File: config.mk
export PLATFORM = sky130hd
export DESIGN_NAME = conv2_seq_ctrl
export DESIGN_NICKNAME = d
export VERILOG_FILES = /design/src/rtl/conv2_seq_ctrl.sv
export SDC_FILE = /design/constraint.sdc
export NUM_CORES = 1
export LEC_CHECK = 0
export ABC_CLOCK_PERIOD_IN_PS = 5100
export CAP_MARGIN = 30
export CELL_PAD_IN_SITES_DETAIL_PLACEMENT = 0
export CELL_PAD_IN_SITES_GLOBAL_PLACEMENT = 1
export CORE_MARGIN = 2
export CORE_UTILIZATION = 45
export DETAILED_ROUTE_END_ITERATION = 16
export GPL_TIMING_DRIVEN = 0
export PLACE_DENSITY_LB_ADDON = 0.1
export SETUP_SLACK_MARGIN = 0.5
export SLEW_MARGIN = 20
export SYNTH_ARGS = -nofsm -noshare
export SYNTH_HDL_FRONTEND = slang
export SYNTH_SLANG_ARGS = --single-unit
export TNS_END_PERCENT = 1
File: constraint.sdc
create_clock -name clk -period 5.1 [get_ports clk]
set_input_delay 1.275 -clock clk [delete_from_list [all_inputs] [get_ports clk]]
set_output_delay 1.275 -clock clk [all_outputs]
set_load 0.02 [all_outputs]
File: src/rtl/conv2_seq_ctrl.sv
// Frame sequencer for the conv2 stage: gates pooled pixels into the line buffers,
// flags complete KxK windows, aligns them to the calc pipeline and signals frame end.
module conv2_seq_ctrl #(
    parameter int WIDTH    = 12,
    parameter int HEIGHT   = 12,
    parameter int K        = 5,
    parameter int CALC_LAT = 2
) (
    input  logic                           clk,
    input  logic                           rst_n,
    input  logic                           start,
    input  logic                           valid_in,
    output logic                           in_ready,
    output logic                           buf_valid_in,
    output logic                           win_valid,
    output logic                           out_valid,
    output logic [$clog2(HEIGHT-K+1)-1:0]  out_row,
    output logic [$clog2(WIDTH-K+1)-1:0]   out_col,
    output logic                           busy,
    output logic                           frame_done,
    output logic                           err_overrun
);
    localparam int OW   = WIDTH - K + 1;
    localparam int OH   = HEIGHT - K + 1;
    localparam int ORW  = $clog2(OH);
    localparam int OCW  = $clog2(OW);
    localparam int IRW  = $clog2(HEIGHT);
    localparam int ICW  = $clog2(WIDTH);
    localparam int NOUT = OH * OW;
    localparam int CNTW = $clog2(NOUT + 1);

    typedef enum logic [1:0] {S_IDLE, S_RUN, S_DRAIN, S_DONE} state_t;

    state_t          r_state;
    logic            r_in_ready;
    logic            r_busy;
    logic            r_frame_done;
    logic            r_err_overrun;
    logic [IRW-1:0]  r_in_row;
    logic [ICW-1:0]  r_in_col;
    logic [CNTW-1:0] r_out_cnt;

    // Delay line aligning window flags/coordinates to the calc pipeline latency.
    logic [CALC_LAT-1:0] r_dl_v;
    logic [ORW-1:0]      r_dl_row [CALC_LAT];
    logic [OCW-1:0]      r_dl_col [CALC_LAT];

    logic            w_accept;
    logic            w_win_valid;
    logic            w_last_px;
    logic            w_pending;
    logic [ORW-1:0]  w_win_row;
    logic [OCW-1:0]  w_win_col;
    logic [CNTW-1:0] w_cnt_next;

    assign w_accept    = r_in_ready & valid_in;
    assign w_win_valid = w_accept && (r_in_row >= IRW'(K-1)) && (r_in_col >= ICW'(K-1));
    assign w_win_row   = ORW'(r_in_row - IRW'(K-1));
    assign w_win_col   = OCW'(r_in_col - ICW'(K-1));
    assign w_last_px   = (r_in_row == IRW'(HEIGHT-1)) && (r_in_col == ICW'(WIDTH-1));
    assign w_cnt_next  = r_out_cnt + CNTW'(r_dl_v[CALC_LAT-1]);

    // A window is still in flight if any stage except the one leaving this cycle holds one.
    always_comb begin
        w_pending = w_win_valid;
        for (int i = 0; i < CALC_LAT - 1; i++) begin
            w_pending = w_pending | r_dl_v[i];
        end
    end

    always_ff @(posedge clk) begin
        if (!rst_n) begin
            r_state       <= S_IDLE;
            r_in_ready    <= 1'b0;
            r_busy        <= 1'b0;
            r_frame_done  <= 1'b0;
            r_err_overrun <= 1'b0;
            r_in_row      <= '0;
            r_in_col      <= '0;
            r_out_cnt     <= '0;
            r_dl_v        <= '0;
            for (int i = 0; i < CALC_LAT; i++) begin
                r_dl_row[i] <= '0;
                r_dl_col[i] <= '0;
            end
        end else begin
            r_dl_v[0]   <= w_win_valid;
            r_dl_row[0] <= w_win_valid ? w_win_row : '0;
            r_dl_col[0] <= w_win_valid ? w_win_col : '0;
            for (int i = 1; i < CALC_LAT; i++) begin
                r_dl_v[i]   <= r_dl_v[i-1];
                r_dl_row[i] <= r_dl_row[i-1];
                r_dl_col[i] <= r_dl_col[i-1];
            end

            r_out_cnt    <= w_cnt_next;
            r_frame_done <= 1'b0;
            if (valid_in && !r_in_ready) begin
                r_err_overrun <= 1'b1;
            end

            case (r_state)
                S_IDLE: begin
                    if (start) begin
                        r_state       <= S_RUN;
                        r_in_ready    <= 1'b1;
                        r_busy        <= 1'b1;
                        r_in_row      <= '0;
                        r_in_col      <= '0;
                        r_out_cnt     <= '0;
                        // Clear on arm, but a pixel arriving with start is still an overrun.
                        r_err_overrun <= valid_in;
                    end
                end
                S_RUN: begin
                    if (w_accept) begin
                        if (r_in_col == ICW'(WIDTH-1)) begin
                            r_in_col <= '0;
                            r_in_row <= r_in_row + IRW'(1);
                        end else begin
                            r_in_col <= r_in_col + ICW'(1);
                        end
                        if (w_last_px) begin
                            r_state    <= S_DRAIN;
                            r_in_ready <= 1'b0;
                        end
                    end
                end
                S_DRAIN: begin
                    if (!w_pending && (w_cnt_next == CNTW'(NOUT))) begin
                        r_state      <= S_DONE;
                        r_frame_done <= 1'b1;
                    end
                end
                S_DONE: begin
                    r_state <= S_IDLE;
                    r_busy  <= 1'b0;
                end
                default: begin
                    r_state <= S_IDLE;
                end
            endcase
        end
    end

    assign in_ready     = r_in_ready;
    assign buf_valid_in = w_accept;
    assign win_valid    = w_win_valid;
    assign out_valid    = r_dl_v[CALC_LAT-1];
    assign out_row      = r_dl_row[CALC_LAT-1];
    assign out_col      = r_dl_col[CALC_LAT-1];
    assign busy         = r_busy;
    assign frame_done   = r_frame_done;
    assign err_overrun  = r_err_overrun;

endmodule

==> results.sh <==
export IMPL_vias=1144
export IMPL_drive_gt1_frac=0.1243
export IMPL_antenna_found_initial=0
export IMPL_grt_max_degree=13
export IMPL_gr_total_overflow=0
export IMPL_drtIter0Drc=15
export IMPL_design_die_area_um2=3904
export IMPL_synth_most_common_cell="dfxtp_1"
export IMPL_status="finished clean"
export IMPL_powerDensity_nw_per_um2=398.2
export IMPL_yosysWarnings=0
export IMPL_end_kind="primary output"
export IMPL_synth_top_cell_area_share=0.4553
export IMPL_grt_pass1_wl_um=4926
export IMPL_cts_setup_buffers=0
export IMPL_viasPerCell=4.952
export IMPL_portBuffers=16
export IMPL_start_util=0.4649
export IMPL_place_congestion=0.7214
export IMPL_fill_cells=321
export IMPL_wire_per_inst_um=12.13
export IMPL_synth_edf_count=0
export IMPL_r2r_start="r_dl_v[1]"
export IMPL_min_path_cells=1
export IMPL_min_period_ps=4333
export IMPL_maxCapViolCount=0
export IMPL_setup_slack_ps=767.3
export IMPL_fmax_ghz=0.2308
export IMPL_dp_hpwl_um=2099
export IMPL_tightest_slew_ps=506.1
export IMPL_rsz0062_at_grt="no"
export IMPL_ir_drop_uv=204.8
export IMPL_ys_flop_type="dfxtp_1"
export IMPL_path_clk_slew_ps=110
export IMPL_numCtsBuffers=5
export IMPL_die_x_um=62.48
export IMPL_max_slew_margin=0.6608
export IMPL_crit_arrival_ps=3060
export IMPL_grt_usage=0.1598
export IMPL_synth_cells_most_frequent="35 x dfxtp_1, 16 x nor2_1, 15 x nand2_1"
export IMPL_remaining_drc_errors=0
export IMPL_clock_sink_count=35
export IMPL_synth_top_cell_by_area="dfxtp_1"
export IMPL_syn_area_um2=1539
export IMPL_cp_start_kind="input port"
export IMPL_synthCells=161
export IMPL_pre_cts_ws_ps=777.0
export IMPL_n_antenna_cell=0
export IMPL_r2r_end="r_state[1]"
export IMPL_hold_violations=0
export IMPL_area_growth_pct=19.43
export IMPL_clock_path_buffers=2
export IMPL_startpoint="valid_in"
export IMPL_ctsHoldBuffers=0
export IMPL_setup_tns_ps=0
export IMPL_cts_resized=0
export IMPL_finalSetupViolations=0
export IMPL_drv_slew=0
export IMPL_ioPinCount=17
export IMPL_ys_seq_area_frac=0.4553
export IMPL_routed_wl_um=2802
export IMPL_antenna_left=0
export IMPL_synth_cell_types=38
export IMPL_async_reset_ff_frac=0
export IMPL_syn_avg_cell_area_um2=9.559
export IMPL_critPathKind="in2out"
export IMPL_rows=21
export IMPL_critPathRequiredTime_ps=3830
export IMPL_die_h_um=62.48
export IMPL_fin_crit_sh=0.8496
export IMPL_path_max_fanout=7
export IMPL_grt_pass1_vias=1105
export IMPL_hold_end="r_dl_row[0][3]"
export IMPL_holdCritStartpoint="r_dl_row[0][0]"
export IMPL_syn_nets=173
export IMPL_ys_top_cells_by_area="dfxtp_1 46%, ha_1 6.5%, nor2_1 3.9%"
export IMPL_fp_coreArea_um2=3311
export IMPL_holdCritPathClass="reg2reg"
export IMPL_leakagePower_uw=0.0008033
export IMPL_htreeDepth=2
export IMPL_first_pass_iters=4
export IMPL_r2r_slack_ps=3020
export IMPL_synth_seq_cells=35
export IMPL_finalNetCount=196
export IMPL_fin_skew_ps=10.34
export IMPL_cts_tree="built"
export IMPL_clkLatencyLatePin_ps=340
export IMPL_cts_root_buf="clkbuf_4"
export IMPL_worstRegToRegCells=7
-- worst max-delay path: stages --
cell and delay (ps):
clkdlybuf4s50_1 510, nand2_1 100, nor3_2 470, clkdlybuf4s50_1 700
-- layout make-up --
class,count,area [µm²],area share
inverter,6,22.52,0.01225
timing repair buffer,16,160.2,0.08713
clock buffer,5,37.54,0.02042
tap,46,57.56,0.03131
clock inverter,3,43.79,0.02383
sequential,35,700.7,0.3812
multi-input combinational,110,754.5,0.4105
buffer,10,61.31,0.03336
-- kinds of logic after synthesis --
| family | Yosys count | share of synthesized area |
|---|---|---|
| flops | 35 | 0.4553 |
| simple gates | 75 | 0.2748 |
| fa+ha+maj | 8 | 0.06504 |
| mux | 4 | 0.02764 |
| buf+inv | 16 | 0.05446 |
| compound gates | 16 | 0.08293 |
| xor+xnor | 7 | 0.03984 |
-- per-layer routing --
metal | part of all wire | GRT usage | vias to the layer above
li1 | - | - | 590
met1 | 0.47 | 0.1957 | 532
met2 | 0.49 | 0.2728 | 20
met3 | 0.038 | 0.04324 | 2
met4 | 0.0057 | 0.05000 | 0
met5 | 0 | 0 | -
-- report_power, final --
part	switching (µW)	internal, µW	total, µW
sequential	20.1	292	312
clock	96.0	103	199
combinational	130	91.0	221
-- registers in the layout, summed over array words and instances, names as in the netlist --
signal       count
in_ready         1
r_in_col         4
r_dl_col         6
r_in_row         4
frame_done       1
r_state          2
r_dl_row         6
busy             1
r_dl_v           2
r_out_cnt        7
err_overrun      1
-- metrics by stage --
stage          hold slack (ps)  utilization  cells  area [µm²]  total power (µW)
5_1_grt                  462.9       0.5552    231        1838             782.4
2_1_floorplan            411.9            -    161        1539             477.7
3_3_place_gp             416.1       0.5306    223        1757             533.1
4_1_cts                  446.7       0.5552    231        1838             741.0
6_report                 434.1       0.5552    231        1838             731.9
3_5_place_dp             423.4       0.5306    223        1757             538.4
-- placed cells by master, fill, tap and decap left out, types with 2 or more instances in the layout --
cell type        instances
clkbuf_1                 3
xnor2_1                  2
xor2_1                   5
inv_1                    6
nor2b_1                  5
or3_1                    2
nand4_1                  3
mux2i_1                  2
clkbuf_4                 5
nor2_1                  16
nand3_1                  7
dfxtp_1                 35
nand2_1                 15
clkdlybuf4s50_1         16
and3_1                   7
and2_1                   9
mux2_2                   2
ha_1                     8
a21boi_0                 3
buf_4                    6
nand3b_1                 2
o21ai_0                  5
-- how the worst max path moves through the flow --
| stage | endpoint |
|---|---|
| 5_1_grt | win_valid |
| 2_1_floorplan | win_valid |
| 4_1_cts | win_valid |
| 3_5_place_dp | win_valid |
| 6_report | win_valid |
| 3_3_place_gp | win_valid |
Power figures use the tool's default switching activity.
